==> src/rtl/ps2_host_tx.sv <==
// rtl/ps2_host_tx.sv - PS/2 host-to-device command byte transmitter (optional watchdog: PS2_HOST_TX_TIMEOUT_EN)
module ps2_host_tx #(
    parameter int INHIBIT_CYCLES = 5000,
    parameter int TIMEOUT_CYCLES = 750000
) (
    input  logic       clk,
    input  logic       rst,
    input  logic       ps2_clk,
    input  logic       ps2_data,
    output logic       ps2_clk_oe,
    output logic       ps2_data_oe,
    input  logic [7:0] tx_data,
    input  logic       tx_valid,
    output logic       tx_ready,
    output logic       tx_done,
    output logic       tx_err
);

    localparam logic [2:0] S_IDLE      = 3'd0;
    localparam logic [2:0] S_INHIBIT   = 3'd1;
    localparam logic [2:0] S_RELEASE   = 3'd2;
    localparam logic [2:0] S_SHIFT     = 3'd3;
    localparam logic [2:0] S_ACK       = 3'd4;
    localparam logic [2:0] S_WAIT_IDLE = 3'd5;
    localparam logic [2:0] S_FINISH    = 3'd6;

    localparam int INH_W = $clog2(INHIBIT_CYCLES + 1);
    localparam logic [INH_W-1:0] INH_LAST = INH_W'(INHIBIT_CYCLES - 1);

    logic [2:0]       state_q, state_d;
    logic [2:0]       clk_sync_q, clk_sync_d;
    logic [2:0]       data_sync_q, data_sync_d;
    logic [INH_W-1:0] inh_cnt_q, inh_cnt_d;
    logic [3:0]       edge_cnt_q, edge_cnt_d;
    logic [7:0]       byte_q, byte_d;
    logic             parity_q, parity_d;
    logic             err_q, err_d;
    logic             init_q, init_d;
    logic             clk_fall;
    logic             cur_bit;

`ifdef PS2_HOST_TX_TIMEOUT_EN
    localparam int WD_W = $clog2(TIMEOUT_CYCLES + 1);
    localparam logic [WD_W-1:0] WD_LAST = WD_W'(TIMEOUT_CYCLES - 1);
    logic [WD_W-1:0]  wd_q, wd_d;
    logic             wd_active;
`endif

    assign clk_sync_d  = {clk_sync_q[1:0], ps2_clk};
    assign data_sync_d = {data_sync_q[1:0], ps2_data};
    assign clk_fall    = clk_sync_q[2] & ~clk_sync_q[1];
    assign init_d      = 1'b1;

    // Bit presented on the data line after falling edge n of the frame.
    always_comb begin
        cur_bit = parity_q;
        case (edge_cnt_q)
            4'd1:    cur_bit = byte_q[0];
            4'd2:    cur_bit = byte_q[1];
            4'd3:    cur_bit = byte_q[2];
            4'd4:    cur_bit = byte_q[3];
            4'd5:    cur_bit = byte_q[4];
            4'd6:    cur_bit = byte_q[5];
            4'd7:    cur_bit = byte_q[6];
            4'd8:    cur_bit = byte_q[7];
            default: cur_bit = parity_q;
        endcase
    end

    always_comb begin
        state_d     = state_q;
        inh_cnt_d   = inh_cnt_q;
        edge_cnt_d  = edge_cnt_q;
        byte_d      = byte_q;
        parity_d    = parity_q;
        err_d       = err_q;
        ps2_clk_oe  = 1'b0;
        ps2_data_oe = 1'b0;
        tx_ready    = 1'b0;
        tx_done     = 1'b0;
        tx_err      = 1'b0;

        case (state_q)
            S_IDLE: begin
                tx_ready = init_q;
                if (tx_valid && init_q) begin
                    byte_d    = tx_data;
                    parity_d  = ~^tx_data;
                    inh_cnt_d = '0;
                    state_d   = S_INHIBIT;
                end
            end
            S_INHIBIT: begin
                ps2_clk_oe = 1'b1;
                if (inh_cnt_q == INH_LAST) begin
                    ps2_data_oe = 1'b1;
                    inh_cnt_d   = '0;
                    state_d     = S_RELEASE;
                end else begin
                    inh_cnt_d = inh_cnt_q + 1'b1;
                end
            end
            S_RELEASE: begin
                ps2_data_oe = 1'b1;
                if (clk_fall) begin
                    edge_cnt_d = 4'd1;
                    state_d    = S_SHIFT;
                end
            end
            S_SHIFT: begin
                ps2_data_oe = ~cur_bit;
                if (clk_fall) begin
                    edge_cnt_d = edge_cnt_q + 4'd1;
                    if (edge_cnt_q == 4'd9) begin
                        state_d = S_ACK;
                    end
                end
            end
            S_ACK: begin
                // Stop bit is the released line; the 11th fall samples the device ack.
                if (clk_fall) begin
                    err_d   = data_sync_q[1];
                    state_d = S_WAIT_IDLE;
                end
            end
            S_WAIT_IDLE: begin
                if (clk_sync_q[2] && data_sync_q[2]) begin
                    state_d = S_FINISH;
                end
            end
            S_FINISH: begin
                tx_done    = 1'b1;
                tx_err     = err_q;
                err_d      = 1'b0;
                edge_cnt_d = '0;
                state_d    = S_IDLE;
            end
            default: begin
                state_d = S_IDLE;
            end
        endcase

`ifdef PS2_HOST_TX_TIMEOUT_EN
        wd_d = '0;
        if (wd_active) begin
            if (wd_q == WD_LAST) begin
                err_d   = 1'b1;
                state_d = S_FINISH;
            end else begin
                wd_d = wd_q + 1'b1;
            end
        end
`endif
    end

`ifdef PS2_HOST_TX_TIMEOUT_EN
    assign wd_active = (state_q == S_RELEASE) || (state_q == S_SHIFT) ||
                       (state_q == S_ACK) || (state_q == S_WAIT_IDLE);
`endif

    always_ff @(posedge clk or posedge rst) begin
        if (rst) begin
            state_q     <= S_IDLE;
            clk_sync_q  <= 3'b111;
            data_sync_q <= 3'b111;
            inh_cnt_q   <= '0;
            edge_cnt_q  <= '0;
            byte_q      <= '0;
            parity_q    <= 1'b0;
            err_q       <= 1'b0;
            init_q      <= 1'b0;
`ifdef PS2_HOST_TX_TIMEOUT_EN
            wd_q        <= '0;
`endif
        end else begin
            state_q     <= state_d;
            clk_sync_q  <= clk_sync_d;
            data_sync_q <= data_sync_d;
            inh_cnt_q   <= inh_cnt_d;
            edge_cnt_q  <= edge_cnt_d;
            byte_q      <= byte_d;
            parity_q    <= parity_d;
            err_q       <= err_d;
            init_q      <= init_d;
`ifdef PS2_HOST_TX_TIMEOUT_EN
            wd_q        <= wd_d;
`endif
        end
    end

endmodule
==> config.mk <==
export PLATFORM = sky130hd
export DESIGN_NAME = ps2_host_tx
export DESIGN_NICKNAME = d
export VERILOG_FILES = /design/src/rtl/ps2_host_tx.sv
export SDC_FILE = /design/constraint.sdc
export NUM_CORES = 1
export LEC_CHECK = 0
export ABC_AREA = 1
export CAP_MARGIN = 20
export CORE_UTILIZATION = 55
export DETAILED_ROUTE_END_ITERATION = 6
export PLACE_DENSITY = 0.87
export RECOVER_POWER = 50
export SLEW_MARGIN = 20
export SYNTH_ARGS = -nofsm -noshare
export SYNTH_HDL_FRONTEND = slang
export SYNTH_SLANG_ARGS = --single-unit
==> constraint.sdc <==
create_clock -name clk -period 3.35 [get_ports clk]
set_input_delay 0.67 -clock clk [delete_from_list [all_inputs] [get_ports clk]]
set_output_delay 0.67 -clock clk [all_outputs]
set_load 0.01 [all_outputs]
==> out/metrics.yaml <==
pwr:
  leakagePower_uw: 0.00117
  powerDensity_nw_per_um2: 736
  ir_drop_mv: 0.533
sta:
  tightest_slew_ns: 1.88
  fmax_mhz: 361
  finalHoldViolations: 0
  whs_ns: 0.357
  setup_viol: 0
  period_share_pct: 82.8
  period_needed_ns: 2.77
  fin_skew_ns: 0.0108
  timing.setup.tns_ns: 0
  rsz0062_at_grt: "no"
  maxSlewViolCount: 38
  maxSlewHeadroom_pct: -25.5
logic_synthesis:
  synth_top_area_cell: "dfrtp_1"
  synth-edff-count: 0
  ys_warn_count: 0
  ys.flop_type: "dfrtp_1"
  async_flop_share_pct: 100
  synth.area.top_cells: "dfrtp_1, nand2_1, dfstp_2"
  yosysMostFrequentCell: "nand2_1"
  syn_nets: 287
  yosys-top-cells-count: "nand2_1, dfrtp_1, nand3_1, inv_1, nor2_1"
  syn_inst: 269
  synth.top_cell.area_share_pct: 36.7
  syn_area_um2: 2120
  ys_seq_area_share_pct: 44.1
  avgSynthCellArea_um2: 7.87
  ys_ff_latch: 37
  ys_types: 32
clocking:
  h-tree-depth: 2
  path_clk_slew_ns: 0.07
  root_buffer: "clkbuf_8"
  holdBufCountCts: 0
  cts_sinks: 37
  cts_setup_buffers: 0
  clkLatencyLatePin_ns: 0.30
  cts_made_buffers: 5
  tritoncts: "built"
  cts.path.max_buffers: 2
  cts_resized: 0
detailed_routing:
  wl_per_cell_um: 12.4
  wl_met2_um: 2030
  top_layer: "met4"
  drt-initial-drc-count: 120
  vias: 1807
  wl_met3_um: 194
  met1_length_um: 1920
  via_per_inst: 5.31
  drcViolationCount: 0
  drt_wl_total_um: 4230
  first_pass_iters: 4
  drtAntennaViolNets: 0
worst_setup_path:
  r2r_end: "inh_cnt_q[8]"
  critPathLaunch: "edge_cnt_q[0]"
  r2r_cells: 7
  cp_max_fo: 4
  crit_arrival_ns: 2.10
  end_kind: "primary output"
  worstSetupPathType: "reg2out"
  r2r-start: "state_q[0]"
  ff2ff_setup_slack_ns: 1.54
  critical_path.startpoint_type: "flip-flop"
  required_ns: 2.68
placement:
  dpl_cell_area_um2: 2330
  gp_congestion: 0.939
  port_buffers: 17
  hpwl_um: 3210
die:
  core-area_um2: 3690
  die-area_um2: 4100
  start_util_pct: 57.4
  num_rows: 22
  num_io_pins: 18
  die_w_um: 64.0
  die_h_um: 64.0
final_layout:
  final_area_um2: 2440
  fin_util_pct: 66.0
  antenna_cells: 0
  multiInputGateArea_um2: 1030
  drive_gt1_share_pct: 11.6
  fillers: 327
  seq_area_um2: 933
  nets: 309
  area_growth_pct: 15.1
grt:
  antenna_found_initial: 0
  grt_pass1_vias: 1781
  grt_pass1_wl_um: 7710
  grt_max_degree: 38
  overflow: 0
  track_usage_pct: 24.6
job:
  maxCapViolations: 1
hold_path:
  whs_path_depth: 0
  min_to: "clk_sync_q[1]"
  min_from: "clk_sync_q[0]"
  hold_path_class: "reg2reg"
run_status:
  violations: "max-capacitance violations, max-slew violations"
  status: "finished with violations"
==> stage by stage <==
| stage | setup slack, ns | power [uW] | cells |
|---|---|---|---|
| after global placement | 0.948 | 1390 | 332 |
| after detailed placement | 0.913 | 1420 | 332 |
| after global routing | 0.364 | 1950 | 340 |
| after floorplan | 1.53 | 1220 | 269 |
| after CTS | 0.577 | 1800 | 340 |
| final | 0.576 | 1790 | 340 |
==> critical path, cell delays in order, from the launching register on <==
cell             delay (ns)
dfrtp_1                0.40
inv_1                  0.11
ha_1                   0.25
nand4_1                0.10
nand2_1                0.06
inv_1                  0.06
nand2_1                0.05
nor2_1                 0.09
nand3_1                0.08
nand3_1                0.08
clkdlybuf4s50_1        0.53
==> power breakdown <==
| group | internal [uW] | leakage [uW] | switching (uW) |
|---|---|---|---|
| Clock | 221 | 0.0000552 | 156 |
| Combinational | 260 | 0.000644 | 438 |
| Sequential | 582 | 0.000468 | 137 |
==> cell usage in the layout, fill, tap and decap left out, drive strengths merged <==
cell type,count
nand2,78
inv,34
dfrtp,31
nand3,31
nor2,22
clkdlybuf4s50,14
o21ai,13
nand4,10
nor3,9
xor2,8
clkbuf,7
dfstp,6
xnor2,5
ha,5
a21oi,5
o22ai,3
dlygate4sd3,3
and3,2
o32ai,1
o21bai,1
o211ai,1
bufinv,1
clkinv,1
conb,1
==> per-layer routing <==
metal	global-route usage, %	vias to the layer above
met3	7.14	8
li1	-	920
met5	0	-
met2	40.8	41
met4	9.94	0
met1	29.9	838
==> cell type report <==
class / count / area share, %
clock buffer: 6 / 2.98
clock inverter: 2 / 1.44
sequential: 37 / 38.3
timing repair buffer: 18 / 7.14
inverter: 34 / 5.24
tap: 48 / 2.47
multi-input combinational: 195 / 42.4
==> registers in the layout, indices dropped and copies added (netlist names) <==
signal	cells
clk_sync_q	3
edge_cnt_q	4
init_q	1
inh_cnt_q	13
state_q	3
err_q	1
data_sync_q	3
byte_q	8
parity_q	1
==> cell families (layout without fill, tap and decap cells) <==
| kind of cell | count (synthesis) | in the layout | share of synthesized area [%] |
|---|---|---|---|
| AOI/OAI and AO/OA | 24 | 24 | 6.62 |
| xor gates and xnor gates | 13 | 13 | 5.38 |
| adders and majority gates | 5 | 5 | 2.96 |
| buffers and inverters | 37 | 60 | 7.04 |
| DFF | 37 | 37 | 44.1 |
| other | 1 | 1 | 0.177 |
| and+or+nand+nor | 152 | 152 | 33.7 |
==> worst max path at each step <==
| stage | slack [ns] | endpoint | depth (start not counted) |
|---|---|---|---|
| 2_1_floorplan | 1.53 | ps2_data_oe | 9 |
| 3_3_place_gp | 0.95 | ps2_data_oe | 10 |
| 3_5_place_dp | 0.91 | ps2_data_oe | 10 |
| 4_1_cts | 0.58 | ps2_data_oe | 10 |
| 5_1_grt | 0.36 | byte_q[2] | 3 |
| 6_report | 0.58 | ps2_data_oe | 10 |
Note: power is estimated with default switching activity, not from simulation.
